<file path="src/rtl/userio_pkg.sv">
// rtl/userio_pkg.sv - shared event codes, dispatch states and FIFO entry layout
package userio_pkg;

  localparam logic [1:0] EV_MOUSE_X = 2'd0;
  localparam logic [1:0] EV_MOUSE_Y = 2'd1;
  localparam logic [1:0] EV_KEY     = 2'd2;
  localparam logic [1:0] EV_OSD     = 2'd3;

  typedef enum logic [1:0] {
    IDLE = 2'd0,
    KEY  = 2'd1,
    OSD  = 2'd2
  } sched_state_t;

  typedef struct packed {
    logic [1:0] ev_type;
    logic [7:0] data;
  } ev_entry_t;

endpackage

</file>
<file path="src/rtl/userio_fifo.sv">
// rtl/userio_fifo.sv - synchronous FIFO; a push while full is accepted when a pop frees a slot
module userio_fifo #(
  parameter int WIDTH = 10,
  parameter int DEPTH = 4,
  parameter int AW    = 2
) (
  input  logic             clk,
  input  logic             reset,
  input  logic             push,
  input  logic [WIDTH-1:0] wdata,
  input  logic             pop,
  output logic [WIDTH-1:0] rdata,
  output logic             full,
  output logic             empty
);

  logic [WIDTH-1:0] mem [DEPTH];
  logic [AW-1:0]    wr_ptr;
  logic [AW-1:0]    rd_ptr;
  logic [AW:0]      count;
  logic             do_push;
  logic             do_pop;

  assign full    = (count == (AW+1)'(DEPTH));
  assign empty   = (count == '0);
  assign do_pop  = pop && !empty;
  assign do_push = push && (!full || do_pop);
  assign rdata   = mem[rd_ptr];

  // Storage carries no reset; the pointers alone define what is valid.
  always_ff @(posedge clk) begin
    if (do_push) mem[wr_ptr] <= wdata;
  end

  always_ff @(posedge clk) begin
    if (reset) begin
      wr_ptr <= '0;
      rd_ptr <= '0;
      count  <= '0;
    end else begin
      if (do_push) wr_ptr <= wr_ptr + 1'b1;
      if (do_pop)  rd_ptr <= rd_ptr + 1'b1;
      case ({do_push, do_pop})
        2'b10:   count <= count + 1'b1;
        2'b01:   count <= count - 1'b1;
        default: count <= count;
      endcase
    end
  end

endmodule

</file>
<file path="src/rtl/userio_event_sched.sv">
// rtl/userio_event_sched.sv - captures SPI-side keyboard/mouse events and dispatches them in order
module userio_event_sched
  import userio_pkg::*;
#(
  parameter int DEPTH = 4,
  parameter int AW    = 2
) (
  input  logic       clk,
  input  logic       reset,
  input  logic       kms_level,
  input  logic [1:0] kms_type,
  input  logic [7:0] kms_data,
  output logic [7:0] mouse_x,
  output logic [7:0] mouse_y,
  output logic [7:0] key_data,
  output logic       key_valid,
  input  logic       key_ready,
  output logic [7:0] osd_data,
  output logic       osd_valid,
  input  logic       osd_ready,
  output logic       ovf,
  output logic [7:0] drop_cnt
);

  logic         sync1, sync2, sync3;
  logic         event_hit;
  logic         fifo_full, fifo_empty, fifo_pop, drop;
  ev_entry_t    head;
  sched_state_t state;

  // Type/data are stable by the time the toggle has crossed, so they are sampled raw.
  assign event_hit = sync2 ^ sync3;
  assign fifo_pop  = (state == IDLE) && !fifo_empty;
  assign drop      = event_hit && fifo_full && !fifo_pop;

  always_ff @(posedge clk) begin
    if (reset) begin
      sync1 <= 1'b0;
      sync2 <= 1'b0;
      sync3 <= 1'b0;
    end else begin
      sync1 <= kms_level;
      sync2 <= sync1;
      sync3 <= sync2;
    end
  end

  userio_fifo #(.WIDTH(10), .DEPTH(DEPTH), .AW(AW)) u_fifo (
    .clk   (clk),
    .reset (reset),
    .push  (event_hit),
    .wdata ({kms_type, kms_data}),
    .pop   (fifo_pop),
    .rdata (head),
    .full  (fifo_full),
    .empty (fifo_empty)
  );

  always_ff @(posedge clk) begin
    if (reset) begin
      ovf      <= 1'b0;
      drop_cnt <= 8'd0;
    end else if (drop) begin
      ovf <= 1'b1;
      if (drop_cnt != 8'hFF) drop_cnt <= drop_cnt + 8'd1;
    end
  end

  always_ff @(posedge clk) begin
    if (reset) begin
      state     <= IDLE;
      mouse_x   <= 8'd0;
      mouse_y   <= 8'd0;
      key_data  <= 8'd0;
      key_valid <= 1'b0;
      osd_data  <= 8'd0;
      osd_valid <= 1'b0;
    end else begin
      case (state)
        IDLE: if (!fifo_empty) begin
          case (head.ev_type)
            EV_MOUSE_X: mouse_x <= mouse_x + head.data;
            EV_MOUSE_Y: mouse_y <= mouse_y + head.data;
            EV_KEY: begin
              key_data  <= head.data;
              key_valid <= 1'b1;
              state     <= KEY;
            end
            default: begin
              osd_data  <= head.data;
              osd_valid <= 1'b1;
              state     <= OSD;
            end
          endcase
        end
        KEY: if (key_ready) begin
          key_valid <= 1'b0;
          state     <= IDLE;
        end
        OSD: if (osd_ready) begin
          osd_valid <= 1'b0;
          state     <= IDLE;
        end
        default: state <= IDLE;
      endcase
    end
  end

endmodule

</file>
<file path="config.mk">
export PLATFORM = sky130hd
export DESIGN_NAME = userio_event_sched
export DESIGN_NICKNAME = d
export VERILOG_FILES = /design/src/rtl/userio_pkg.sv /design/src/rtl/userio_fifo.sv /design/src/rtl/userio_event_sched.sv
export SDC_FILE = /design/constraint.sdc
export NUM_CORES = 1
export LEC_CHECK = 0
export CAP_MARGIN = 40
export CORE_MARGIN = 4
export CORE_UTILIZATION = 25
export CTS_CLUSTER_DIAMETER = 120
export DETAILED_ROUTE_END_ITERATION = 6
export DONT_BUFFER_PORTS = 1
export PLACE_DENSITY_LB_ADDON = 0.3
export SYNTH_ARGS = -nofsm -noshare
export SYNTH_HDL_FRONTEND = slang
export SYNTH_HIERARCHICAL = 1
export SYNTH_SLANG_ARGS = --single-unit
</file>
<file path="constraint.sdc">
create_clock -name clk -period 3.4 [get_ports clk]
set_clock_uncertainty 0.15 [all_clocks]
set_input_delay 0.68 -clock clk [delete_from_list [all_inputs] [get_ports clk]]
set_output_delay 0.68 -clock clk [all_outputs]
set_load 0.01 [all_outputs]
</file>
==> metrics.cfg, run 1 <==
[clock_network]
ctsResizeCount=0
hold_buffers=0
path_clk_slew_ps=70
cts_setup_buffers=0
cts_root_buffer=clkbuf_16
cts.sinks=97
cts_buffer_depth=2
cts_buffers=9
h-tree-depth=3
cts_tree=built
clk_latency_ps=350

[timing]
fin_crit_ps=2990
hold_violations=0
setup_tns_ps=0
tightest_slew_ps=741
max_freq_mhz=334
post-route-period-util=0.880
slew_headroom=0.504
rsz0062_at_grt=false
finalSetupViolCount=0
maxSlewViolCount=0

[setup_path]
r2r_end=u_fifo/count[2]
end_kind=flop
cp_cell_sequence=nor3_1 > or3_4 > inv_1 > o31a_1 > nand2b_1 > fa_1 > nand2b_1 > o31ai_2 > mux2_1
start_kind=flop
r2r_setup_slack_ps=410
cp_common_cell=nand2b_1
cpPeakStageDelay_ps=500
slowest_stage=dfxtp_1
crit_required_ps=3500
cp_max_fo=9
reg2reg_from=u_fifo/count[0]
critPathKind=flop to flop
ff2ff_path_depth=9
cp.arrival_ps=3090

[logic_synthesis]
netlist_area_mm2=0.00437
syn_nets=428
ys_types=56
synth_compound_area_frac=0.107
netlist_instances=391
yosysSeqAreaShare=0.536
synth_most_common_cell=dfxtp_1
synth_mux_area_frac=0.0727
syn-mean-instance-area_um2=11.2
ys.flop_type=dfxtp_1
synth_top_cell_area_share=0.275
yosysWarnings=6
synth-seq-cells=97
synth_top_family_by_area=simple AND/OR/NAND/NOR gates
synth_enable_flop_cells=40
synthArstFlopShare=0
synth_area_leaders=edfxtp_1 (27%), dfxtp_1 (26%), ha_1 (5.4%), mux4_2 (5.2%), nand2_1 (3.2%)
synth_top_area_cell=edfxtp_1
synth_xor_area_frac=0.0260
synthSimpleGateAreaFrac=0.161
synth_common_cells=dfxtp_1 (57), edfxtp_1 (40), nand2_1 (37), nor2_1 (35), a21oi_1 (26)
synth_fa_ha_area_frac=0.0681

[min_path]
hold-path-cell-count=1
min_from=reset
hold_class=primary input to flop
min_to=key_data[5]

[floorplanning]
die_area_mm2=0.0197
coreArea_mm2=0.0172
die_h_um=140
rows=48
start_util=0.254
die_w_um=140
io_pins=58

[routing]
drc=0
drt_pass1_iterations=4
wl_per_cell_um=15.9
wirelength_um=9940
drtAntennaViolNets=0
viasPerCell=4.70
drt_iter0_markers=112
vias=2935

[power]
leakagePower_nw=1.71
switching_share=0.232
power_frac_comb=0.037
powerDensity_mw_per_mm2=468
p_switching_uw=534
peakVddDrop_v=0.000241
p_seq_frac=0.537
power_frac_clock=0.425
p_int_mw=1.77

[cells_and_area]
finalNetCount=431
synthToLayoutAreaGrowth_pct=12.5
fin_area_mm2=0.00492
finish.utilization=0.285
drive_above_1_share=0.108
n_antenna_cell=0

[global_route]
grt_pass1_wl_um=16100
globalRoute.totalOverflow=0
track_usage=0.106
grt_pass1_vias=2971
antenna_found_initial=0
grt_start_max_net_pins=61

[placement]
place.port_buffers=0
gp_congestion=0.749
placed_cell_area_mm2=0.00464
hpwl_um=7270

[outcome]
outcome=finished, final reports clean

[job]
cap_violations=0

[layer usage]
metal,GRT usage,part of all wire,vias to the layer above
li1,-,-,1423
met4,0.0418,0.024,0
met5,0,0,-
met3,0.0529,0.085,17
met2,0.172,0.49,68
met1,0.119,0.40,1427
[kinds of logic after synthesis]
group | after synthesis
buffers and inverters | 32
DFF | 97
xor gates and xnor gates | 13
AOI/OAI and AO/OA | 69
muxes | 19
and+or+nand+nor | 139
adders and majority gates | 22
[layout make-up]
class                           count  area, µm²
Fill cell                        1735      12300
Sequential cell                    97       2340
Multi-Input combinational cell    262       1900
Tap cell                          225        282
Clock buffer                        9        225
Inverter                           18       67.6
Clock inverter                      7       58.8
Timing Repair Buffer                6       45.0
[stage by stage]
stage | instances | setup WS, ps | hold WS, ps | total power [mW]
floorplan | 391 | 682 | 264 | 1.34
global placement | 608 | 487 | 286 | 1.35
CTS | 624 | 408 | 217 | 2.35
finish | 624 | 408 | 244 | 2.30
detailed placement | 608 | 422 | 294 | 1.35
global route | 624 | 226 | 221 | 2.40
[worst max-delay path, delay by kind of cell (launching register included)]
family	cells	cell delay [ps]
AO/OA/AOI/OAI	2	520
adder cells (fa/ha/maj)	1	390
buffers and inverters	1	230
flip-flops	1	500
multiplexers	1	330
AND/OR/NAND/NOR	4	760
[worst max path at each step]
stage                         start               to  slack [ps]  cells after the start
floorplan                      flop       mouse_y[7]         680                      8
global placement    u_fifo/count[0]  u_fifo/count[2]         490                      9
detailed placement  u_fifo/count[0]  u_fifo/count[2]         420                      9
CTS                 u_fifo/count[0]  u_fifo/count[2]         410                      9
global route        u_fifo/count[0]  u_fifo/count[2]         230                      9
finish              u_fifo/count[0]  u_fifo/count[2]         410                      9
[power by group through the flow]
stage	combinational [mW]	sequential [mW]	clock, mW
floorplan	0.0764	1.26	0
global placement	0.0845	1.26	0
detailed placement	0.0874	1.27	0
CTS	0.0878	1.24	1.02
global route	0.0976	1.24	1.07
finish	0.0861	1.24	0.980
[cells in the final DEF (no fill, tap or decap), types with 8 or more instances in the layout]
cell	netlist	final
edfxtp_1	40	40
xnor2_1	8	8
nor3_1	11	11
inv_1	18	18
clkbuf_16	0	9
nor2_1	35	35
nand2_1	37	37
nand3_1	17	17
dfxtp_1	57	57
a21oi_1	26	26
ha_1	19	19
nor2b_1	8	8
mux4_2	10	10
[sequential cells by signal (all words and copies together) (netlist names), named ones only]
register and count:
key_valid 1, osd_valid 1, sync3 1, state 2
u_fifo/count 3, mouse_y 8, ovf 1, u_fifo/wr_ptr 2
osd_data 8, sync2 1, sync1 1, u_fifo/mem 40
u_fifo/rd_ptr 2, mouse_x 8, drop_cnt 8, key_data 8
No activity file was read; power rests on OpenSTA's default activity.
==> inputs of run 2 (changes only) <==
--- a/config.mk
+++ b/config.mk
@@ -5,13 +5,17 @@
 export SDC_FILE = /design/constraint.sdc
 export NUM_CORES = 1
 export LEC_CHECK = 0
+export ABC_AREA = 0
 export CAP_MARGIN = 40
+export CELL_PAD_IN_SITES_DETAIL_PLACEMENT = 0
+export CELL_PAD_IN_SITES_GLOBAL_PLACEMENT = 2
 export CORE_MARGIN = 4
 export CORE_UTILIZATION = 25
 export CTS_CLUSTER_DIAMETER = 120
 export DETAILED_ROUTE_END_ITERATION = 6
 export DONT_BUFFER_PORTS = 1
 export PLACE_DENSITY_LB_ADDON = 0.3
+export SETUP_SLACK_MARGIN = 0.3
 export SYNTH_ARGS = -nofsm -noshare
 export SYNTH_HDL_FRONTEND = slang
 export SYNTH_HIERARCHICAL = 1
==> metrics.cfg, run 2 (synthesis gave the netlist of run 1 again) <==
[floorplanning]
die_area_mm2=0.0197
rows=48
coreArea_mm2=0.0172
die_h_um=140
die_w_um=140
start_util=0.254
io_pins=58

[cells_and_area]
fin_area_mm2=0.00498
regArea_mm2=0.00234
n_antenna_cell=0
top_register=u_fifo/mem
layout_commonest_cell=dfxtp_1
fillerInstances=1769
drive_above_1_share=0.113
final_cell_mix=dfxtp_1 (57), edfxtp_1 (40), nand2_1 (37), nor2_1 (35), a21oi_1 (26)
synthToLayoutAreaGrowth_pct=13.9
finalNetCount=432
largest_reg_flops=40
multiInputGateArea_mm2=0.00191

[clock_network]
h-tree-depth=3
cts_buffers=9
path_clk_slew_ps=80
cts.sinks=97
cts_tree=built
cts_setup_buffers=0
clk_latency_ps=360
cts_buffer_depth=2
cts_root_buffer=clkbuf_16
hold_buffers=0

[routing]
drc=0
drt_pass1_iterations=4
viasPerCell=4.66
drtAntennaViolNets=0
wl_per_cell_um=17.3
vias=2914
wirelength_um=10800
drt_iter0_markers=119

[min_path]
hold_class=primary input to flop

[global_route]
globalRoute.totalOverflow=0
track_usage=0.115
grt_pass1_wl_um=17200
antenna_found_initial=0
grt_start_max_net_pins=61
grt_pass1_vias=3043

[setup_path]
end_kind=flop
crit_required_ps=3550
start_kind=flop
cp_max_fo=10
critPathKind=flop to flop
cp.arrival_ps=2970

[timing]
finalSetupViolCount=0
max_freq_mhz=355
maxSlewViolCount=0
setup_ws_ps=581
fin_crit_ps=2820
slew_headroom=0.519
setup_tns_ps=0
post-route-period-util=0.829
tightest_slew_ps=716
whs_ps=235
rsz0062_at_grt=false
hold_violations=0

[outcome]
outcome=finished, final reports clean

[placement]
place.port_buffers=0
place_ws_ps=514
placed_cell_area_mm2=0.00464
gp_congestion=0.778
hpwl_um=7660

[power]
peakVddDrop_v=0.000246
leakagePower_nw=1.74
power_mw=2.44
powerDensity_mw_per_mm2=490

[job]
cap_violations=0

[run 2: cell count changes in the layout (fill, tap and decap cells not counted), sizes merged]
cell | previous run | this run
buf | 6 | 7
inv | 22 | 21
clkinv | 2 | 3
bufinv | 0 | 1
clkinvlp | 1 | 0
[run 2: final cells by class]
type	instances	share of cell area
Sequential cell	97	0.470
Multi-Input combinational cell	262	0.382
Tap cell	225	0.0565
Clock buffer	9	0.0452
Clock inverter	7	0.0216
Inverter	18	0.0136
Timing Repair Buffer	7	0.0105
[run 2: path summary, 6_finish.rpt]
path / slack [ps] / to / startpoint / cells past startpoint
max reg2reg: 580 / mouse_y[7] / flop / 8
max: 580 / mouse_y[7] / flop / 8
min: 230 / key_data[5] / reset / 1
min reg2reg: 290 / sync2 / sync1 / 1
[run 2: through the flow]
step           utilization  std cells
2_1_floorplan            -        391
3_3_place_gp         0.269        609
3_5_place_dp         0.269        609
4_1_cts              0.289        625
5_1_grt              0.289        625
6_report             0.289        625
[run 2: critical path, cell delays in order, from the launching register on]
cell and delay (ps):
dfxtp_1 310, buf_4 230, mux4_2 620, ha_1 370, o211ai_1 120, o211a_1 240, or4_4 420, a21o_1 180
a21oi_2 120
[run 2: what timing repair did]
action                                  4_1_cts  5_1_grt
resized for setup                             0        1
endpoints found under the setup margin        0        1
endpoints found under the hold margin         0        0
[run 2: power by group]
group	leakage (nW)	internal, mW	switching [mW]
clock network	0.161	0.600	0.514
registers	0.822	1.23	0.0112
logic	0.757	0.0350	0.0542
[run 2: metal layers]
metal,vias up,track usage,share of wire
li1,1435,-,-
met1,1407,0.135,0.43
met2,60,0.182,0.47
met3,12,0.0502,0.086
met4,0,0.0505,0.018
met5,-,0,0
==> inputs of run 3 (changes only) <==
==> constraint.sdc (replaced) <==
create_clock -name clk -period 2.3 [get_ports clk]
set_clock_uncertainty 0.15 [all_clocks]
set_input_delay 0.46 -clock clk [delete_from_list [all_inputs] [get_ports clk]]
set_output_delay 0.46 -clock clk [all_outputs]
set_load 0.01 [all_outputs]
==> metrics.cfg, run 3 (synthesis gave the netlist of run 1 again) <==
[outcome]
outcome=finished, violations left
violations=setup timing

[power]
powerDensity_mw_per_mm2=599
peakVddDrop_v=0.000471
power_frac_comb=0.066
p_switching_uw=896
power_mw=3.63
leakagePower_nw=2.23
power_frac_clock=0.431
p_seq_frac=0.503
switching_share=0.247
p_int_mw=2.74

[cells_and_area]
final_cell_mix=buf_4 (73), dfxtp_1 (53), edfxtp_1 (40), nand2_1 (37), nor2_1 (33)
layout_commonest_cell=buf_4
top_register=u_fifo/mem
finalNetCount=514
largest_reg_flops=40
synthToLayoutAreaGrowth_pct=38.7
drive_above_1_share=0.390
final_cells=707
n_antenna_cell=0

[clock_network]
cts_root_buffer=clkbuf_16
h-tree-depth=3
path_clk_slew_ps=80
cts.sinks=97
cts_buffer_depth=2
cts_buffers=9
clk_latency_ps=360
cts_tree=built

[placement]
place_ws_ps=-403
place.port_buffers=0
hpwl_um=8050
gp_congestion=0.752
dp.cells=658

[setup_path]
r2r_setup_slack_ps=-340
cp_max_fo=7
ff2ff_path_depth=8
slowest_stage=mux4_2
critPathKind=flop to flop
cp_top_family=compound AO/OA/AOI/OAI gates
r2r_end=mouse_y[7]
end_kind=flop
cpPeakStageDelay_ps=540
cp.arrival_ps=2800
crit_required_ps=2450
start_kind=flop
cp_cell_sequence=buf_4 > mux4_2 > ha_4 > o211ai_1 > o211a_1 > or4_4 > a21o_1 > a21oi_2
path_buf_inv=1

[floorplanning]
die_area_mm2=0.0197
start_util=0.254
io_pins=58
die_w_um=140
coreArea_mm2=0.0172
die_h_um=140
rows=48

[timing]
post-route-period-util=1.15
hold_violations=0
fin_crit_ps=2640
tightest_slew_ps=448
slew_headroom=0.700
finalSetupViolCount=13
setup_ws_ps=-344
rsz0062_at_grt=true
maxSlewViolCount=0
setup_tns_ps=-2450
max_freq_mhz=378

[global_route]
grt_pass1_wl_um=18800
antenna_found_initial=0
globalRoute.totalOverflow=0
grt_start_max_net_pins=61
grt_pass1_vias=3380
track_usage=0.124

[min_path]
hold-path-cell-count=1
min_to=key_data[7]
hold_class=primary input to flop
min_from=reset

[routing]
drt_pass1_iterations=4
drt_iter0_markers=86
drc=0
wirelength_um=11900
wl_per_cell_um=16.8
drtAntennaViolNets=0
vias=3262
viasPerCell=4.61

[job]
cap_violations=0

[run 3: how the worst max path moves through the flow]
stage / from / to / slack, ps / depth (start not counted)
2_1_floorplan: flop / mouse_y[7] / -250 / 8
3_3_place_gp: flop / mouse_y[7] / -380 / 7
3_5_place_dp: flop / mouse_y[7] / -400 / 7
4_1_cts: flop / mouse_y[7] / -320 / 7
5_1_grt: flop / mouse_y[7] / -440 / 8
6_report: flop / mouse_y[7] / -340 / 8
[run 3: worst reg2reg max path, cell delays in order (launching register included)]
cell and delay, ps:
dfxtp_4 420, buf_4 130, mux4_2 540, ha_4 290, o211ai_1 100, o211a_1 250, or4_4 420, a21o_1 180
a21oi_2 110
[run 3: repair_timing]
item | 4_1_cts | 5_1_grt
endpoints found under the hold margin | 1 | 2
setup buffers | 12 | 18
setup endpoints to repair | 80 | 84
cloned | 3 | 0
pin swaps | 14 | 15
resized for setup | 33 | 24
[run 3: area by class of cell]
type	instances	area (µm²)
Sequential cell	97	2350
Clock buffer	10	239
Clock inverter	6	67.6
Multi-Input combinational cell	265	2320
Inverter	18	70.1
Tap cell	225	282
Fill cell	1713	11200
Timing Repair Buffer	86	738
[run 3: through the flow]
step           instance area [µm²]  hold WS [ps]  utilization
6_report                      6060          15.3        0.352
5_1_grt                       6060         -3.72        0.352
4_1_cts                       5820         -2.25        0.338
3_5_place_dp                  5260           278        0.305
3_3_place_gp                  5260           273        0.305
2_1_floorplan                 4600           264            -
[run 3: per-layer routing]
layer  share of wire  up-vias  global-route usage  wire length (µm)
li1                -     1597                   -                 -
met5               0        -                   0                 0
met3           0.050       13              0.0362               595
met4           0.017        0              0.0459               197
met2            0.47       54               0.202              5640
met1            0.46     1598               0.156              5450
[run 3: power groups by stage]
stage                     registers (mW)  logic (mW)  clock network, mW
after floorplan                     1.87       0.130                  0
after global placement              1.87       0.187                  0
after detailed placement            1.87       0.189                  0
after CTS                           1.83       0.219               1.61
after global routing                1.83       0.260               1.68
final                               1.83       0.239               1.56
